--- config.mk ---
export PLATFORM = sky130hd
export DESIGN_NAME = spart_tx_bridge
export DESIGN_NICKNAME = d
export VERILOG_FILES = /design/src/rtl/spart_tx_bridge.sv
export SDC_FILE = /design/constraint.sdc
export NUM_CORES = 1
export LEC_CHECK = 0
export CORE_ASPECT_RATIO = 1.5
export CORE_MARGIN = 2
export CORE_UTILIZATION = 53
export DETAILED_ROUTE_END_ITERATION = 10
export PLACE_DENSITY_LB_ADDON = 0.25
export SYNTH_ARGS = -nofsm -noshare
export SYNTH_HDL_FRONTEND = slang
export SYNTH_SLANG_ARGS = --single-unit
--- constraint.sdc ---
create_clock -name clk -period 3.65 [get_ports clk]
set_input_delay 0.9125 -clock clk [delete_from_list [all_inputs] [get_ports clk]]
set_output_delay 0.9125 -clock clk [all_outputs]
set_load 0.05 [all_outputs]
--- src/rtl/spart_tx_bridge.sv ---
// spart_tx_bridge: claims CPU stores to SPART_ADDR, queues the low byte of
// each in a small FIFO and serializes queued bytes as 8N1 UART frames.
//   clk            : single clock, all state on posedge
//   rst            : synchronous active-low reset
//   spart_wrt_en   : store valid
//   spart_wrt_add  : store address
//   spart_wrt_data : store data, [7:0] used
//   txd            : registered serial output, idle high
//   tx_busy        : frame in progress or FIFO non-empty
//   fifo_count     : queued bytes, excluding the one being shifted
//   overflow       : sticky, set when a claimed store is dropped
module spart_tx_bridge #(
  parameter logic [31:0] SPART_ADDR   = 32'h0000_C000,
  parameter int unsigned CLKS_PER_BIT = 434,
  parameter int unsigned FIFO_DEPTH   = 8
) (
  input  logic                          clk,
  input  logic                          rst,
  input  logic                          spart_wrt_en,
  input  logic [31:0]                   spart_wrt_add,
  input  logic [31:0]                   spart_wrt_data,
  output logic                          txd,
  output logic                          tx_busy,
  output logic [$clog2(FIFO_DEPTH):0]   fifo_count,
  output logic                          overflow
);

  localparam int unsigned PW = $clog2(FIFO_DEPTH);
  localparam int unsigned CW = PW + 1;
  localparam int unsigned BW = (CLKS_PER_BIT > 1) ? $clog2(CLKS_PER_BIT) : 1;
  localparam logic [BW-1:0] BAUD_LAST = BW'(CLKS_PER_BIT - 1);
  localparam logic [CW-1:0] DEPTH_C   = CW'(FIFO_DEPTH);

  typedef enum logic [1:0] {S_IDLE, S_START, S_DATA, S_STOP} state_t;

  state_t          r_state, w_state_n;
  logic [BW-1:0]   r_baud, w_baud_n;
  logic [2:0]      r_idx, w_idx_n;
  logic [7:0]      r_shift, w_shift_n;
  logic            r_txd, w_txd_n;
  logic [PW-1:0]   r_wr_ptr, r_rd_ptr;
  logic [CW-1:0]   r_count;
  logic            r_ovf;
  logic [7:0]      r_mem [FIFO_DEPTH];

  logic w_push, w_pop, w_accept, w_bit_end, w_nonempty;
  logic w_unused_data;

  assign w_unused_data = ^spart_wrt_data[31:8];

  assign w_push     = spart_wrt_en && (spart_wrt_add == SPART_ADDR);
  assign w_bit_end  = (r_baud == BAUD_LAST);
  assign w_nonempty = (r_count != '0);
  // A full FIFO still accepts when a pop frees a slot on the same edge.
  assign w_accept   = w_push && ((r_count < DEPTH_C) || w_pop);

  always_comb begin
    w_state_n = r_state;
    w_baud_n  = w_bit_end ? '0 : r_baud + BW'(1);
    w_idx_n   = r_idx;
    w_shift_n = r_shift;
    w_pop     = 1'b0;
    case (r_state)
      S_IDLE: begin
        w_baud_n = '0;
        if (w_nonempty) begin
          w_pop     = 1'b1;
          w_shift_n = r_mem[r_rd_ptr];
          w_idx_n   = '0;
          w_state_n = S_START;
        end
      end
      S_START: begin
        if (w_bit_end) w_state_n = S_DATA;
      end
      S_DATA: begin
        if (w_bit_end) begin
          if (r_idx == 3'd7) begin
            w_state_n = S_STOP;
          end else begin
            w_shift_n = {1'b0, r_shift[7:1]};
            w_idx_n   = r_idx + 3'd1;
          end
        end
      end
      S_STOP: begin
        if (w_bit_end) begin
          if (w_nonempty) begin
            w_pop     = 1'b1;
            w_shift_n = r_mem[r_rd_ptr];
            w_idx_n   = '0;
            w_state_n = S_START;
          end else begin
            w_state_n = S_IDLE;
          end
        end
      end
      default: w_state_n = S_IDLE;
    endcase
    // txd is registered from the next-state view so it changes on the
    // same edge as the state it represents.
    case (w_state_n)
      S_START: w_txd_n = 1'b0;
      S_DATA:  w_txd_n = w_shift_n[0];
      default: w_txd_n = 1'b1;
    endcase
  end

  always_ff @(posedge clk) begin
    if (!rst) begin
      r_state  <= S_IDLE;
      r_baud   <= '0;
      r_idx    <= '0;
      r_shift  <= '0;
      r_txd    <= 1'b1;
      r_wr_ptr <= '0;
      r_rd_ptr <= '0;
      r_count  <= '0;
      r_ovf    <= 1'b0;
    end else begin
      r_state <= w_state_n;
      r_baud  <= w_baud_n;
      r_idx   <= w_idx_n;
      r_shift <= w_shift_n;
      r_txd   <= w_txd_n;
      if (w_accept) r_wr_ptr <= r_wr_ptr + PW'(1);
      if (w_pop)    r_rd_ptr <= r_rd_ptr + PW'(1);
      if (w_push && !w_accept) r_ovf <= 1'b1;
      case ({w_accept, w_pop})
        2'b10:   r_count <= r_count + CW'(1);
        2'b01:   r_count <= r_count - CW'(1);
        default: r_count <= r_count;
      endcase
    end
  end

  always_ff @(posedge clk) begin
    if (rst && w_accept) r_mem[r_wr_ptr] <= spart_wrt_data[7:0];
  end

  assign txd        = r_txd;
  assign tx_busy    = (r_state != S_IDLE) || w_nonempty;
  assign fifo_count = r_count;
  assign overflow   = r_ovf;

endmodule

==> out/metrics.csv, run 1 <==
stage,metric,value,unit
synthesis,yosys_warnings,0,
hold_path,min_from,r_baud[0],
route,drc_errors,0,
global_route,overflow,0,
route,drt-total-wl,8.48,mm
route,via_per_inst,5.75,
route,dr.pass1.iters,4,
worst_setup_path,crit_chain,clkdlybuf4s50_1 -> nor4_1 -> nand4_1 -> nor4_1 -> nand2_1 -> ha_1 -> xor2_1 -> ha_1 -> a21oi_1 -> xor2_1 -> or3_1 -> a21oi_1,
cts,cts_resized,0,
cts,htree_levels,3,
timing,period_needed,3400,ps
finish,final_cell_count_no_fill,499,
synthesis,synth_common_cells,"64 x edfxtp_1, 37 x dfxtp_1, 27 x nor2_1",
synthesis,syn_avg_cell_area,13.6,µm²
global_route,grt_pass1_wl,14.5,mm
timing,setup_viol,0,
timing,tightestPinTransition,854,ps
timing,tns,0,ps
worst_setup_path,startpoint_type,primary input,
worst_setup_path,rr_worst_depth,12,
global_route,grt_max_degree,21,
worst_setup_path,worstReg2RegEnd,fifo_count[2],
worst_setup_path,end_kind,flip-flop,
synthesis,synth_area_leaders,"edfxtp_1 43%, dfxtp_1 17%, mux4_2 8.1%, ha_1 4.2%, nor2_1 2.3%",
synthesis,synth_ff_type,edfxtp_1,
finish,multiInputGateArea,1690,µm²
worst_setup_path,crit_end,fifo_count[2],
floorplan,die_w,78.7,µm
timing,finalMaxSlewViolations,0,
synthesis,synth_nets,408,
synthesis,synth_top_area_cell,edfxtp_1,
worst_setup_path,slowest_stage,nor4_1,
cts,ctsRootBufferMaster,clkbuf_16,
finish,seqCellArea,2660,µm²
global_route,grt_pass1_vias,2963,
placement,gp_congestion,0.846,
cts,cts_buffers,9,
synthesis,seq_area_frac_synth,60.0,%
floorplan,rows,40,
worst_setup_path,ff2ff_setup_slack,410,ps
cts,clk_pin_slew,70,ps
synthesis,synth.distinct_cells,48,
power_and_ir_drop,cellLeakagePower,0.00179,µW
worst_setup_path,max_stage_delay,420,ps
finish,drive_gt1_share,15.5,%
hold_path,hold_path.class,flip-flop to flip-flop,
placement,io_buffers,49,
timing,timing.slew.headroom,43.0,%
finish,num-fill-cells,604,
floorplan,initial_core_util,55.1,%
run_status,status,"complete, no violations",
cts,hold_buffers,0,
floorplan,io_pins,74,
finish,final_util,67.1,%
route,avgRoutedWirePerCell,17.0,µm
route,vias,2867,
synthesis,netlist.area_leader.share,43.3,%
synthesis,synth_edf_count,64,
synthesis,syn_inst,326,
worst_setup_path,critPathKind,primary input to flip-flop,
power_and_ir_drop,power_density,399,nW/µm²
cts,cts_tree,done,
run,cap_violations,0,
synthesis,synth_seq_cells,101,
worst_setup_path,worstPathMaxFanout,4,
worst_setup_path,crit_start,spart_wrt_add[29],
placement,dpl.cell_count,483,
global_route,globalRouteTotalUtil,20.9,%
finish,final_nets,471,
cts,ctsLongestPathBuffers,2,
synthesis,netlist_area,4440,µm²
floorplan,core,8060,µm²
timing,finClkSkew,6.48,ps
worst_setup_path,cp.arrival,3670,ps
finish,final_cell_area,5410,µm²
timing,grt_setup_unrepaired,no,
placement,dpl_cell_area,5120,µm²
cts,post_cts_buffers,0,
worst_setup_path,cp.required,3920,ps
timing,hold_violations,0,
worst_setup_path,reg2reg_from,r_state[0],
synthesis,async_flop_share,0,%
placement,dp_hpwl,5.87,mm
finish,diodes,0,
route,ant_nets,0,
finish,syn_to_final_growth,21.8,%
synthesis,synth.most_common_cell,edfxtp_1,
power_and_ir_drop,vdd_drop_max,0.422,mV
cts,clock_sinks,101,
global_route,antenna_found_initial,0,
floorplan,fp.dieH,116,µm
timing,clock.fmax,0.294,GHz
power_and_ir_drop,p_total,2160,µW
timing,period_share,93.1,%
floorplan,die_area,9140,µm²
route,drt_iter0_drc,170,
cts,insertion_delay,330,ps
[worst min-delay path by stage]
stage / end / slack [ps] / cells past startpoint
after CTS: r_baud[0] / 470 / 1
after global routing: r_shift[4] / 510 / 1
after floorplan: r_baud[0] / 430 / 1
after global placement: r_baud[0] / 450 / 1
final: r_baud[0] / 470 / 1
after detailed placement: r_baud[0] / 460 / 1
[critical path: cells and delay by family]
family	cells	cell delay, ps
AND/OR/NAND/NOR	5	1360
AO/OA/AOI/OAI	2	290
XOR/XNOR	2	250
adder cells (fa/ha/maj)	2	470
buffers and inverters	1	390
[where the power goes]
group,switching [µW],total (µW),internal [µW]
logic,20.9,63.4,42.5
registers,0.000000657,1210,1210
clock network,410,881,471
total,431,2160,1720
[cell families after synthesis]
| kind of cell | after synthesis | synth area share [%] |
|---|---|---|
| AND/OR/NAND/NOR | 98 | 13.1 |
| adder cells (fa/ha/maj) | 15 | 4.23 |
| XOR/XNOR | 11 | 2.17 |
| flip-flops | 101 | 60.0 |
| AO/OA/AOI/OAI | 54 | 8.31 |
| multiplexers | 26 | 10.4 |
| buffers and inverters | 21 | 1.89 |
[through the flow]
step	setup WS, ps	hold slack, ps
final	251	468
after CTS	253	472
after detailed placement	-89.6	456
after global placement	-11.4	446
after floorplan	305	430
after global routing	14.2	511
[cells in the final DEF, fill, tap and decap left out, types with 3 or more instances in the layout]
cell type        count
edfxtp_1            64
nor4_1              12
ha_1                15
xnor2_1              5
o21ai_0             18
nand3_1              4
xor2_1               6
mux4_2              16
nor4b_2              3
nand4_1              3
nor2_1              27
or4_4                3
inv_1                9
nor4bb_1             3
a32o_1               7
dfxtp_1             37
mux2i_1             10
nor3_1               4
a21oi_1             13
clkdlybuf4s50_1     49
nand2_1             19
or3_1                6
buf_4               15
clkbuf_16            9
[sequential cells by signal, indices dropped and copies added (netlist names), named ones only]
name	flops
r_state	2
txd	1
r_wr_ptr	3
fifo_count	4
overflow	1
r_baud	9
r_idx	3
r_rd_ptr	3
r_mem	64
r_shift	8
[metal layers]
metal | share of wire, % | global-route usage, % | vias up | wire, µm
li1 | - | - | 1391 | -
met1 | 40 | 24.5 | 1405 | 3430
met2 | 54 | 37.9 | 52 | 4550
met3 | 2.5 | 2.55 | 19 | 216
met4 | 3.3 | 9.94 | 0 | 281
met5 | 0 | 0 | - | 0
[area by class of cell]
| type | count | area share [%] |
|---|---|---|
| Sequential cell | 101 | 49.2 |
| Multi-Input combinational cell | 204 | 31.3 |
| Timing Repair Buffer | 64 | 11.2 |
| Clock buffer | 9 | 4.16 |
| Tap cell | 105 | 2.43 |
| Clock inverter | 7 | 1.06 |
| Inverter | 9 | 0.625 |
Power figures use the tool's default switching activity.
==> run 2, diff against run 1 <==
PLACE_DENSITY = 0.84   (was not set)
PLACE_DENSITY_LB_ADDON = not set   (was 0.25)
clock period = 3.73 ns   (was 3.65 ns; I/O delays follow)
==> run 2 against run 1 <==
Net effect:
- sequential cell count is the same
- count of clock-buffer cells in the layout grew 1
- critical path depth rose by 1
- cell count shrank 0.20%
- clock power barely moved
- sequential share of layout area up 0.057 points
- combinational power decreased by 1%
- critical path type unchanged
- critical endpoint unchanged
==> out/metrics.csv, run 2 (synthesis gave the netlist of run 1 again) <==
stage,metric,value,unit,change
worst_setup_path,slowest_stage,clkdlybuf4s50_1,,was nor4_1
hold_path,hold_path.class,flip-flop to flip-flop,,unchanged
cts,ctsLongestPathBuffers,2,,unchanged
timing,hold_violations,0,,unchanged
power_and_ir_drop,vdd_drop_max,0.512,mV,was 0.422 mV
finish,final_cell_area,5400,µm²,was 5410 µm²
timing,finalMaxSlewViolations,0,,unchanged
route,avgRoutedWirePerCell,17.7,µm,was 17.0 µm
route,drc_errors,0,,unchanged
finish,drive_gt1_share,15.0,%,was 15.5%
global_route,overflow,0,,unchanged
worst_setup_path,critical_path_buf_inv_count,2,,was 1
route,drt-total-wl,8.83,mm,was 8.48 mm
power_and_ir_drop,power_density,394,nW/µm²,was 399 nW/µm²
route,vias,2919,,was 2867
cts,cts_resized,0,,unchanged
route,via_per_inst,5.86,,was 5.75
cts,hold_buffers,0,,unchanged
timing,tns,0,ps,unchanged
worst_setup_path,cp.required,4010,ps,was 3920 ps
finish,final_cell_mix,"64 x edfxtp_1, 49 x clkdlybuf4s50_1, 37 x dfxtp_1",,unchanged
placement,dpl.cell_count,482,,was 483
route,drt_iter0_drc,136,,was 170
global_route,globalRouteTotalUtil,21.5,%,was 20.9%
worst_setup_path,startpoint_type,primary input,,unchanged
worst_setup_path,max_stage_delay,400,ps,was 420 ps
floorplan,core,8060,µm²,unchanged
finish,syn_to_final_growth,21.6,%,was 21.8%
timing,setup_viol,0,,unchanged
worst_setup_path,cp.arrival,3650,ps,was 3670 ps
timing,grt_setup_unrepaired,no,,unchanged
floorplan,initial_core_util,55.1,%,unchanged
floorplan,die_w,78.7,µm,unchanged
cts,htree_levels,3,,unchanged
finish,final_cell_count_no_fill,498,,was 499
finish,layout_commonest_cell,edfxtp_1,,unchanged
timing,tightestPinTransition,1020,ps,was 854 ps
cts,post_cts_buffers,0,,unchanged
timing,finClkSkew,8.49,ps,was 6.48 ps
finish,top_register,r_mem,,unchanged
finish,final_nets,470,,was 471
cts,clock_sinks,101,,unchanged
timing,clock.fmax,0.296,GHz,
floorplan,fp.dieH,116,µm,unchanged
global_route,grt_max_degree,21,,unchanged
global_route,grt_pass1_vias,2987,,was 2963
timing,period_needed,3380,ps,
finish,diodes,0,,unchanged
worst_setup_path,end_kind,flip-flop,,unchanged
floorplan,io_pins,74,,unchanged
worst_setup_path,critPathKind,primary input to flip-flop,,unchanged
finish,final_util,67.0,%,was 67.1%
global_route,grt_pass1_wl,14.7,mm,was 14.5 mm
cts,clk_pin_slew,70,ps,about the same
worst_setup_path,crit_chain,clkdlybuf4s50_1 -> nor4_1 -> nand4_1 -> nor4_1 -> buf_4 -> nand2_1 -> ha_1 -> xor2_1 -> ha_1 -> a21oi_1 -> xor2_1 -> or3_1 -> a21oi_1,,was clkdlybuf4s50_1 -> nor4_1 -> nand4_1 -> nor4_1 -> nand2_1 -> ha_1 -> xor2_1 -> ha_1 -> a21oi_1 -> xor2_1 -> or3_1 -> a21oi_1
route,ant_nets,0,,unchanged
placement,io_buffers,49,,unchanged
finish,reg.largest.list,"r_mem: 64 flops, r_baud: 9 flops, r_shift: 8 flops",,unchanged
worst_setup_path,crit_family,simple AND/OR/NAND/NOR gates,,unchanged
route,dr.pass1.iters,7,,was 4
worst_setup_path,worstPathMaxFanout,6,,was 4
power_and_ir_drop,cellLeakagePower,0.00178,µW,was 0.00179 µW
run_status,status,"complete, no violations",,unchanged
placement,gp_congestion,0.880,,was 0.846
run,cap_violations,0,,unchanged
floorplan,rows,40,,unchanged
timing,period_share,90.5,%,
placement,dp_hpwl,6.21,mm,was 5.87 mm
floorplan,die_area,9140,µm²,unchanged
cts,insertion_delay,340,ps,was 330 ps
placement,dpl_cell_area,5120,µm²,about the same
global_route,antenna_found_initial,0,,unchanged
power_and_ir_drop,p_total,2130,µW,was 2160 µW
cts,ctsRootBufferMaster,clkbuf_16,,unchanged
finish,largest_register_ffs,64,,unchanged
timing,timing.slew.headroom,31.8,%,was 43.0%
cts,cts_buffers,9,,unchanged
cts,cts_tree,done,,unchanged
==> run 2: changes by cell type in the layout (fill, tap and decap cells not counted), sizes merged <==
cell / previous run / this run
clkinvlp: 1 / 2
clkinv: 4 / 2
buf: 15 / 14
clkbuf: 9 / 10
==> run 2: final timing paths <==
| kind | end | depth (start not counted) | slack, ps | start |
|---|---|---|---|---|
| worst max-delay path | fifo_count[2] | 13 | 350 | spart_wrt_add[3] |
| worst min register to register | r_baud[0] | 1 | 460 | r_baud[0] |
| worst min-delay path | r_baud[0] | 1 | 460 | r_baud[0] |
| worst max register to register | fifo_count[2] | 12 | 540 | r_state[0] |
==> run 2: routing by layer <==
metal | vias up | GRT usage, % | part of all wire [%]
met5 | - | 0 | 0
met4 | 0 | 7.25 | 1.9
met3 | 12 | 4.71 | 3.4
met2 | 66 | 39.8 | 56
met1 | 1452 | 24.4 | 39
li1 | 1389 | - | -
==> run 2: power breakdown <==
group	internal, µW	switching [µW]
clock	464	419
sequential	1180	0.000000781
combinational	41.7	20.9
==> run 2: worst register-to-register path, stage by stage, from the launching register on <==
cell and delay, ps:
dfxtp_1 410, ha_1 300, inv_1 90, o31a_4 400
o21ai_0 470, nand2_1 160, ha_1 280, xor2_1 160
ha_1 190, a21oi_1 140, xor2_1 90, or3_1 310
a21oi_1 130
==> run 2: cell type report <==
| type | instances | area, µm² |
|---|---|---|
| flip-flops and latches | 101 | 2660 |
| clock buffers | 10 | 229 |
| repair buffers | 63 | 596 |
| fillers | 568 | 2660 |
| well taps | 105 | 131 |
| multi-input cells | 204 | 1690 |
| inverters | 9 | 33.8 |
| clock inverters | 6 | 55.1 |
==> run 2: through the flow <==
stage	hold WS (ps)	setup WS [ps]
floorplan	430	365
global placement	446	55.3
detailed placement	456	-26.4
CTS	471	332
global route	504	61.5
finish	464	355
